`src/rtl/arb_pkg.sv`:
```
// Shared types and helpers for the round-robin grant arbiter.
// Holds the FSM state encoding, one-hot encoder and hold-counter sizing.
package arb_pkg;

  typedef enum logic {IDLE, GRANT} arb_state_t;

  // Widest requester vector the one-hot helper can encode.
  localparam int ARB_MAX_N = 256;

  function automatic logic [ARB_MAX_N-1:0] onehot(input int idx, input int n);
    onehot = '0;
    if (idx >= 0 && idx < n) onehot[idx] = 1'b1;
  endfunction

  function automatic int hold_width(input int max_hold);
    return (max_hold <= 0) ? 1 : $clog2(max_hold + 1);
  endfunction

endpackage

```
`src/rtl/rr_grant_arbiter_if.sv`:
```
// Request/grant bundle between the request sources and the arbiter.
// The master drives req/done; the slave (arbiter) drives the grant side.
interface rr_grant_arbiter_if #(
  parameter int N = 16
);
  localparam int IDW = $clog2(N);

  logic [N-1:0]   req;
  logic           done;
  logic [N-1:0]   grant;
  logic [IDW-1:0] grant_id;
  logic           grant_valid;
  logic           timeout;

  modport master (
    output req, done,
    input  grant, grant_id, grant_valid, timeout
  );

  modport slave (
    input  req, done,
    output grant, grant_id, grant_valid, timeout
  );
endinterface

```
`src/rtl/rr_pick.sv`:
```
// Rotating priority pick: lowest set req bit strictly above ptr, wrapping at N.
// Purely combinational; no backpressure.
module rr_pick #(
  parameter int N = 16
) (
  input  logic [N-1:0]         req,
  input  logic [$clog2(N)-1:0] ptr,
  output logic [$clog2(N)-1:0] win_id,
  output logic                 win_valid
);

  logic [2*N-1:0] dbl;
  logic [2*N-1:0] masked;

  // Doubling req turns the wrap-around search into a plain window [ptr+1, ptr+N].
  always_comb begin
    dbl       = {req, req};
    masked    = '0;
    win_id    = '0;
    win_valid = 1'b0;
    for (int j = 0; j < 2*N; j++) begin
      if (j > int'(ptr) && j <= int'(ptr) + N) masked[j] = dbl[j];
    end
    for (int j = 2*N-1; j >= 0; j--) begin
      if (masked[j]) begin
        win_valid = 1'b1;
        win_id    = $clog2(N)'(j % N);
      end
    end
  end

endmodule

```
`src/rtl/rr_grant_arbiter.sv`:
```
// Round-robin arbiter with done handshake and hold watchdog; grant is registered,
// 1 cycle from req to grant, owner-to-owner switch without bubble; no preemption.
module rr_grant_arbiter
  import arb_pkg::*;
#(
  parameter int N        = 16,
  parameter int MAX_HOLD = 255
) (
  input logic               clk,
  input logic               rst_n,
  rr_grant_arbiter_if.slave bus
);

  localparam int IDW = $clog2(N);
  localparam int HW  = hold_width(MAX_HOLD);

  arb_state_t     state_q, state_d;
  logic [N-1:0]   grant_q, grant_d;
  logic [IDW-1:0] id_q, id_d;
  logic [IDW-1:0] ptr_q, ptr_d;
  logic [HW-1:0]  cnt_q, cnt_d;
  logic           timeout_q, timeout_d;

  logic [IDW-1:0] pick_ptr;
  logic [N-1:0]   pick_req;
  logic [IDW-1:0] win_id;
  logic           win_valid;
  logic           owner_req;
  logic           at_limit;
  logic           rel;
  logic           limit_only;

  assign owner_req  = bus.req[id_q];
  assign at_limit   = (MAX_HOLD != 0) && (cnt_q == HW'(MAX_HOLD));
  assign rel        = (state_q == GRANT) && (bus.done || !owner_req || at_limit);
  assign limit_only = rel && at_limit && !bus.done && owner_req;

  // A forced release must really let go: the evicted owner sits out this pick,
  // so a lone hog sees one idle cycle before it can win again.
  assign pick_ptr = (state_q == GRANT) ? id_q : ptr_q;
  assign pick_req = limit_only ? (bus.req & ~N'(onehot(int'(id_q), N))) : bus.req;

  rr_pick #(.N(N)) u_pick (
    .req       (pick_req),
    .ptr       (pick_ptr),
    .win_id    (win_id),
    .win_valid (win_valid)
  );

  always_comb begin
    state_d   = state_q;
    grant_d   = grant_q;
    id_d      = id_q;
    ptr_d     = ptr_q;
    cnt_d     = cnt_q;
    timeout_d = 1'b0;
    case (state_q)
      IDLE: begin
        if (win_valid) begin
          state_d = GRANT;
          grant_d = N'(onehot(int'(win_id), N));
          id_d    = win_id;
          cnt_d   = HW'(1);
        end
      end
      GRANT: begin
        if (rel) begin
          ptr_d     = id_q;
          timeout_d = limit_only;
          if (win_valid) begin
            grant_d = N'(onehot(int'(win_id), N));
            id_d    = win_id;
            cnt_d   = HW'(1);
          end else begin
            state_d = IDLE;
            grant_d = '0;
          end
        end else if (cnt_q != '1) begin
          cnt_d = cnt_q + 1'b1;
        end
      end
    endcase
  end

  always_ff @(posedge clk or negedge rst_n) begin
    if (!rst_n) begin
      state_q   <= IDLE;
      grant_q   <= '0;
      id_q      <= '0;
      ptr_q     <= IDW'(N - 1);
      cnt_q     <= '0;
      timeout_q <= 1'b0;
    end else begin
      state_q   <= state_d;
      grant_q   <= grant_d;
      id_q      <= id_d;
      ptr_q     <= ptr_d;
      cnt_q     <= cnt_d;
      timeout_q <= timeout_d;
    end
  end

  assign bus.grant       = grant_q;
  assign bus.grant_id    = id_q;
  assign bus.grant_valid = |grant_q;
  assign bus.timeout     = timeout_q;

endmodule

```
`src/flat_wrapper.sv`:
```
// flat-port wrapper written by rule: the top's interface ports become plain ports
module rr_grant_arbiter_flat import arb_pkg::*;
#(
  parameter int N        = 16,
  parameter int MAX_HOLD = 255
)
  (clk, rst_n, bus_req, bus_done, bus_grant, bus_grant_id, bus_grant_valid, bus_timeout);
  rr_grant_arbiter_if #(.N(N)) bus_i ();
  input logic clk;
  input logic rst_n;
  input wire logic [$bits(bus_i.req)-1:0] bus_req;
  input wire logic [$bits(bus_i.done)-1:0] bus_done;
  output wire logic [$bits(bus_i.grant)-1:0] bus_grant;
  output wire logic [$bits(bus_i.grant_id)-1:0] bus_grant_id;
  output wire logic [$bits(bus_i.grant_valid)-1:0] bus_grant_valid;
  output wire logic [$bits(bus_i.timeout)-1:0] bus_timeout;
  assign bus_i.req = bus_req;
  assign bus_i.done = bus_done;
  assign bus_grant = bus_i.grant;
  assign bus_grant_id = bus_i.grant_id;
  assign bus_grant_valid = bus_i.grant_valid;
  assign bus_timeout = bus_i.timeout;
  rr_grant_arbiter #(.N(N), .MAX_HOLD(MAX_HOLD)) u_core (.clk(clk), .rst_n(rst_n), .bus(bus_i));
endmodule
```
`config.mk`:
```
export PLATFORM = sky130hd
export DESIGN_NAME = rr_grant_arbiter_flat
export DESIGN_NICKNAME = d
export VERILOG_FILES = /design/src/rtl/arb_pkg.sv /design/src/rtl/rr_grant_arbiter_if.sv /design/src/rtl/rr_pick.sv /design/src/rtl/rr_grant_arbiter.sv /design/src/flat_wrapper.sv
export SDC_FILE = /design/constraint.sdc
export NUM_CORES = 1
export LEC_CHECK = 0
export BUFFER_PORTS_ARGS = -buffer_cell sky130_fd_sc_hd__buf_2
export CAP_MARGIN = 15
export CORE_ASPECT_RATIO = 1.4
export CORE_MARGIN = 2
export CORE_UTILIZATION = 50
export CTS_BUF_LIST = sky130_fd_sc_hd__clkbuf_8
export DETAILED_ROUTE_END_ITERATION = 16
export GPL_TIMING_DRIVEN = 0
export PLACE_DENSITY = 0.7
export SLEW_MARGIN = 20
export SYNTH_ARGS = -nofsm -noshare
export SYNTH_HDL_FRONTEND = slang
export SYNTH_SLANG_ARGS = --single-unit
```
`constraint.sdc`:
```
create_clock -name clk -period 8.88 [get_ports clk]
set_input_delay 2.22 -clock clk [delete_from_list [all_inputs] [get_ports clk]]
set_output_delay 2.22 -clock clk [all_outputs]
set_load 0.01 [all_outputs]
```
==> results of run 1 <==
==> layer usage <==
layer  part of all wire [%]  global-route usage (%)  up-vias
li1                       -                       -     1598
met1                     37                    37.2     1660
met2                     50                    56.1      176
met3                    5.2                    3.89       67
met4                    7.9                    20.0        0
met5                      0                       0        -
==> sequential cells by signal, summed over array words and instances (netlist names) <==
name,cells
u_core.cnt_q,8
u_core.state_q,1
u_core.bus.grant,16
u_core.ptr_q,4
u_core.bus.timeout,1
u_core.bus.grant_id,4
==> cells by family (layout without fill, tap and decap cells) <==
family	Yosys count	after routing	synth area share (%)
buffers and inverters	30	77	6.61
xor gates and xnor gates	1	1	0.274
adders and majority gates	1	1	0.391
DFF	34	34	26.8
AOI/OAI and AO/OA	140	140	32.1
and+or+nand+nor	161	161	28.3
muxes	17	17	5.56
==> synth_stat cells, types with 4 or more instances <==
master and n:
mux2_2 6, o2111ai_1 5, nor3b_1 4, nand3b_1 4, o31ai_1 9, nor2_1 19
nand3_1 16, and2b_2 4, o22ai_1 5, nand4_1 11, a211oi_1 5, o21ai_0 25
a22o_2 6, nand2b_1 7, dfrtp_1 30, inv_1 9, nand2_1 49, a21oi_1 16
buf_2 6, a21o_1 6, or3_1 4, dfstp_2 4, a32o_1 5, o21ai_1 5
and3_1 6, nor3_1 5, o211ai_1 9, mux2i_1 11, buf_6 5, clkbuf_8 4
a31oi_1 9, nor2b_1 5, nor4_1 6
==> how the worst min path moves through the flow <==
stage	slack [ns]	startpoint	cells after the start	end
floorplan	0.45	u_core.cnt_q[7]$_DFFE_PN0P_	1	u_core.cnt_q[7]$_DFFE_PN0P_
global placement	0.47	u_core.cnt_q[7]$_DFFE_PN0P_	1	u_core.cnt_q[7]$_DFFE_PN0P_
detailed placement	0.48	u_core.cnt_q[7]$_DFFE_PN0P_	1	u_core.cnt_q[7]$_DFFE_PN0P_
CTS	0.50	u_core.cnt_q[7]$_DFFE_PN0P_	1	u_core.cnt_q[7]$_DFFE_PN0P_
global route	0.53	u_core.cnt_q[7]$_DFFE_PN0P_	1	u_core.cnt_q[7]$_DFFE_PN0P_
finish	0.50	u_core.bus.grant[8]$_DFFE_PN0P_	2	u_core.bus.grant[8]$_DFFE_PN0P_
==> per-stage QoR <==
step / setup slack [ns] / area (um^2) / instances / utilization, %
2_1_floorplan: 4.49 / 3200 / 384 / -
3_3_place_gp: 3.90 / 3490 / 496 / 56.1
3_5_place_dp: 3.90 / 3490 / 496 / 56.1
4_1_cts: 4.19 / 3560 / 503 / 57.4
5_1_grt: 3.92 / 3560 / 503 / 57.4
6_report: 4.13 / 3560 / 503 / 57.4
==> final cells by class <==
cell class	instances	share of cell area [%]
tap	72	2.53
clock inverter	2	0.211
clock buffer	5	1.93
timing repair buffer	40	5.62
buffer	18	4.60
multi-input combinational	320	59.8
sequential	34	24.0
inverter	12	1.33
==> cells in the final DEF, fill, tap and decap left out, types with 3 or more instances in the layout <==
cell type,instances
o22ai_1,5
a32o_1,5
nor3_1,5
o2111ai_1,5
a22oi_1,3
a21oi_1,16
mux2i_1,11
o21a_1,3
o21ai_0,25
mux2_2,6
a32oi_1,3
nor3b_1,4
dfrtp_1,30
or2_2,3
inv_1,11
or3_1,4
a21o_1,6
nand3b_1,4
and2_1,3
o31ai_1,9
a211oi_1,5
nand4_1,11
and2b_2,4
clkbuf_8,9
nor2_1,19
nand2_1,49
buf_2,46
dfstp_2,4
a31oi_1,9
a22o_2,6
nand3_1,16
nand2b_1,7
o211ai_1,9
buf_6,5
nor4_1,6
and3_1,6
nor2b_1,5
o21ai_1,5
==> power groups by stage <==
stage	clock [mW]	combinational, mW	sequential [mW]
global placement	0	0.765	0.232
finish	0.101	0.786	0.232
global route	0.108	0.847	0.236
detailed placement	0	0.766	0.234
CTS	0.103	0.770	0.231
floorplan	0	0.541	0.236
==> worst max-delay path, stage by stage <==
cell and delay (ns):
buf_2 0.16, mux2i_1 0.12, a211oi_1 0.41, nand4_1 0.33
o21ai_0 0.37, nor2_1 0.09, or3_1 0.33, a21oi_2 0.45
nand2_1 0.21, o31ai_1 0.25
==> out/qor.txt, run 1 <==
Net Switching: 586 uW
slew of the pin with the lowest slew margin: 0.795 ns
antenna cell count: 0
Critical Path Sink: u_core.bus.grant[0]$_DFFE_PN0P_
syn nets: 404
final period utilization: 53.5%
post-synthesis cell area: 3200 um^2
PortBufs: 40
CTS tree: yes
top cell type's share of synthesized area: 23.5%
synth warn: 0
critical path class: input pin to register
Seq/Total Area, Yosys: 26.8%
# setup viols final: 0
maximum buffer depth of the clock tree: 2
Final ANT Viol Nets: 0
Post-CTS Setup Bufs: 0
CP startpoint: bus_req[3]
R2R Path Start: u_core.cnt_q[0]$_DFFE_PN0P_
Nets: 451
Core Area: 6210 um^2
post-synthesis register bit count: 34
# rows: 34
layout cells sized above 1: 23.9%
Peak Freq: 0.210 GHz
placer congestion estimate: 1.01
largest net degree at the start of global routing: 35
clock power share: 9.0%
Pleak: 1.55 nW
multi-input logic area: 2130 um^2
RSZ-0062 raised after global routing: false
number of synthesized flops with an enable pin: 0
Die X: 71.6 um
clk_skew: 0.00622 ns
H-Tree Level Count: 2
HP Class: register to register
clk sinks: 34
top post-synthesis cells by area: dfrtp_1 23%, nand2_1 5.8%, o21ai_0 3.9%, mux2i_1 3.4%, dfstp_2 3.3%
vias per inst: 6.96
vias in the first global route: 3429
drt wl/cell: 21.8 um
final hold viol count: 0
Reg2Reg Capture Point: u_core.bus.grant[0]$_DFFE_PN0P_
P_int: 534 uW
Post-synth ARST share: 100%
final WL: 10900 um
clock slew at reported path FFs: 0.07 ns
Tmin final: 4.75 ns
Worst-Skew Late Latency: 0.28 ns
Comb pwr share: 70.2%
Starting Density: 51.5%
Reg2Reg Depth: 10
Post-CTS Hold Buffers: 0
Seq pwr share: 20.7%
first-pass iteration count of the detailed router: 5
GRT Util Overall: 32.4%
global route overflow: 0
Power Density: 314 nW/um^2
first-pass GRT wire length: 17700 um
Yosys cell types: 81
Peak VDD IR: 0.196 mV
Gate Count Post-Synth: 384
die height: 98.6 um
Boundary Pins: 41
most used flip-flop cell after synthesis: dfrtp_1
FF+latch area: 856 um^2
CTS Buf Count: 5
Max-Cap Viols: 0
final hold slack: 0.498 ns
Worst Path Required: 9.07 ns
fill count: 594
setup_tns: 0 ns
status: finished clean
Slew Viols, Final: 0
switch share: 52.3%
Final Power: 1.12 mW
crit end category: register
Area growth, synth to finish: 11.5%
post-synth top area cell: dfrtp_1
Worst Path Arrival: 4.95 ns
post-cts gate resize count: 0
slew margin rel.: 46.6%
CTS root buf: clkbuf_8
CP Launch Type: input pin
syn avg cell area: 8.33 um^2
flop2flop setup slack: 5.08 ns
routed vias: 3501
Detailed Route Iter0 Violations: 365
initial antenna violation count: 0
post-detail-place hpwl: 8540 um
CP max FO: 10
Residual DRC: 0
die area: 7060 um^2
(Power assumes the default switching activity.)
==> inputs of run 2 (changes only) <==
Settings changed: PLACE_DENSITY 0.7 to 0.73.
Clock period 8.88 ns to 3.93 ns, I/O delays scaled along.
==> run 2 against run 1 <==
- clock-buffer cell count is the same
- register-to-register slack worse by 4.8 ns
- largest power group unchanged
- critical path depth did not move
- total power is 130% higher
- sequential share of layout area shrank 0.20 points
- worst setup slack got worse by 3.8 ns
- sequential power rose by 120%
==> out/qor.txt, run 2 (synthesis gave the netlist of run 1 again) <==
status: finished clean
Worst-Skew Late Latency: 0.29 ns (about the same)
die height: 98.6 um (unchanged)
Max-Cap Viols: 0 (unchanged)
setup_tns: 0 ns (unchanged)
Starting Density: 51.5% (unchanged)
vias per inst: 6.94 (-0.28%)
Reg2Reg Depth: 10 (unchanged)
crit-path max cell delay: 0.85 ns (+0.40 ns)
# rows: 34 (unchanged)
largest net degree at the start of global routing: 35 (unchanged)
post-cts gate resize count: 0 (unchanged)
maximum buffer depth of the clock tree: 2 (unchanged)
Crit path top cell by count: buf_2
placer congestion estimate: 1.06 (+4.1%)
HP Class: register to register
crit end category: register
Peak Freq: 0.278 GHz
post-detail-place hpwl: 8180 um (-4.2%)
slew margin rel.: 42.8% (-3.8 points)
CP Launch Type: register
CTS Buf Count: 5 (unchanged)
Hold Crit Endpoint: u_core.cnt_q[7]$_DFFE_PN0P_
commonest non-fill, non-tap cell in the layout: nand2_1
slowest CP cell: o311ai_0
CTS tree: yes
fill count: 587 (-1.2%)
Worst Path Arrival: 3.80 ns (-1.15 ns)
die area: 7060 um^2 (unchanged)
Pleak: 1.57 nW (+0.91%)
first-pass iteration count of the detailed router: 5 (unchanged)
clk sinks: 34 (unchanged)
global route overflow: 0 (unchanged)
vias in the first global route: 3368 (-1.8%)
GRT Util Overall: 31.5% (-0.84 points)
Cell Area, Placed: 3490 um^2 (unchanged)
Reg2Reg Capture Point: u_core.bus.grant[10]$_DFFE_PN0P_
critical path class: register to register
# setup viols final: 0 (unchanged)
H-Tree Level Count: 2 (unchanged)
design area: 3590 um^2 (+0.84%)
layout cells sized above 1: 24.1% (+0.18 points)
FF+latch area: 856 um^2 (unchanged)
Post-CTS Hold Buffers: 0 (unchanged)
final WL: 10700 um (-2.1%)
Area growth, synth to finish: 12.4%
Core Area: 6210 um^2 (unchanged)
Nets: 451 (unchanged)
final period utilization: 91.6%
Worst Path Required: 4.12 ns (-4.95 ns)
clock slew at reported path FFs: 0.07 ns (about the same)
RSZ-0062 raised after global routing: false
R2R Path Start: u_core.bus.grant_id[0]$_DFFE_PN0P_
Boundary Pins: 41 (unchanged)
highest-count cells in the layout ignoring fill and taps: 49 x nand2_1, 46 x buf_2, 30 x dfrtp_1
critical-path cell list: buf_2 > buf_2 > clkinv_1 > o311ai_0 > a221oi_2 > nor3b_1 > nand2b_1 > a21oi_1 > nand2_1 > o31ai_1
drt wl/cell: 21.3 um (-2.3%)
Tmin final: 3.60 ns
hold path start: u_core.cnt_q[7]$_DFFE_PN0P_
antenna cell count: 0 (unchanged)
CP max FO: 10 (unchanged)
CTS root buf: clkbuf_8
Final ANT Viol Nets: 0 (unchanged)
first-pass GRT wire length: 17300 um (-2.7%)
flop2flop setup slack: 0.33 ns (-4.75 ns)
Power Density: 724 nW/um^2 (+130%)
PortBufs: 40 (unchanged)
max FFs per register: 16 (unchanged)
final hold viol count: 0 (unchanged)
Residual DRC: 0 (unchanged)
routed vias: 3498 (-0.086%)
Die X: 71.6 um (unchanged)
Detailed Route Iter0 Violations: 356 (-2.5%)
clk_skew: 0.00643 ns (+0.000210 ns)
Peak VDD IR: 0.486 mV (+150%)
WHS Path Cells: 1 (-1)
slew of the pin with the lowest slew margin: 0.847 ns (+0.0525 ns)
Post-CTS Setup Bufs: 0 (unchanged)
initial antenna violation count: 0 (unchanged)
multi-input logic area: 2130 um^2 (unchanged)
Slew Viols, Final: 0 (unchanged)
## run 2: routing by layer
layer  wire length [um]  vias to the layer above  global-route usage, %
met2               5420                      182                   52.9
met5                  0                        -                      0
li1                   -                     1597                      -
met1               4030                     1668                   37.0
met3                597                       51                   3.48
met4                671                        0                   21.8
## run 2: power by group
part | switching, mW | internal (mW) | total, mW
sequential | 0.0706 | 0.449 | 0.519
combinational | 1.14 | 0.640 | 1.78
clock | 0.122 | 0.184 | 0.306
## run 2: worst max path at each step
stage | cells after the start | slack [ns] | startpoint | end
final | 10 | 0.33 | u_core.bus.grant_id[0]$_DFFE_PN0P_ | u_core.bus.grant[10]$_DFFE_PN0P_
after global routing | 10 | 0.12 | u_core.cnt_q[0]$_DFFE_PN0P_ | u_core.bus.grant[1]$_DFFE_PN0P_
after CTS | 10 | 0.46 | u_core.cnt_q[0]$_DFFE_PN0P_ | u_core.bus.grant_id[0]$_DFFE_PN0P_
after detailed placement | 10 | 0.23 | bus_req[3] | u_core.bus.grant_id[0]$_DFFE_PN0P_
after global placement | 10 | 0.23 | bus_req[3] | u_core.bus.grant_id[0]$_DFFE_PN0P_
after floorplan | 9 | 0.77 | bus_req[3] | u_core.bus.grant_id[0]$_DFFE_PN0P_
## run 2: per-stage QoR
step	hold slack (ns)	setup slack, ns	utilization (%)	power [mW]	std cells
floorplan	0.454	0.773	-	1.76	384
detailed placement	0.488	0.232	56.1	2.25	496
finish	0.500	0.328	57.9	2.60	504
CTS	0.502	0.463	57.9	2.56	504
global route	0.539	0.125	57.9	2.77	504
global placement	0.473	0.231	56.1	2.23	496
## run 2: area by class of cell
class                           count  share of cell area [%]
Clock buffer                        5                    1.92
Buffer                             18                    4.56
Tap cell                           72                    2.51
Sequential cell                    34                    23.8
Inverter                           12                    1.32
Timing Repair Buffer               40                    5.57
Clock inverter                      3                    1.04
Multi-Input combinational cell    320                    59.3
## run 2: worst max-delay path: cells and delay by family (launching register included)
| kind | cells | cell delay (ns) |
|---|---|---|
| and+or+nand+nor | 3 | 0.54 |
| DFF | 1 | 0.35 |
| AOI/OAI and AO/OA | 4 | 1.76 |
| buffers and inverters | 3 | 0.86 |
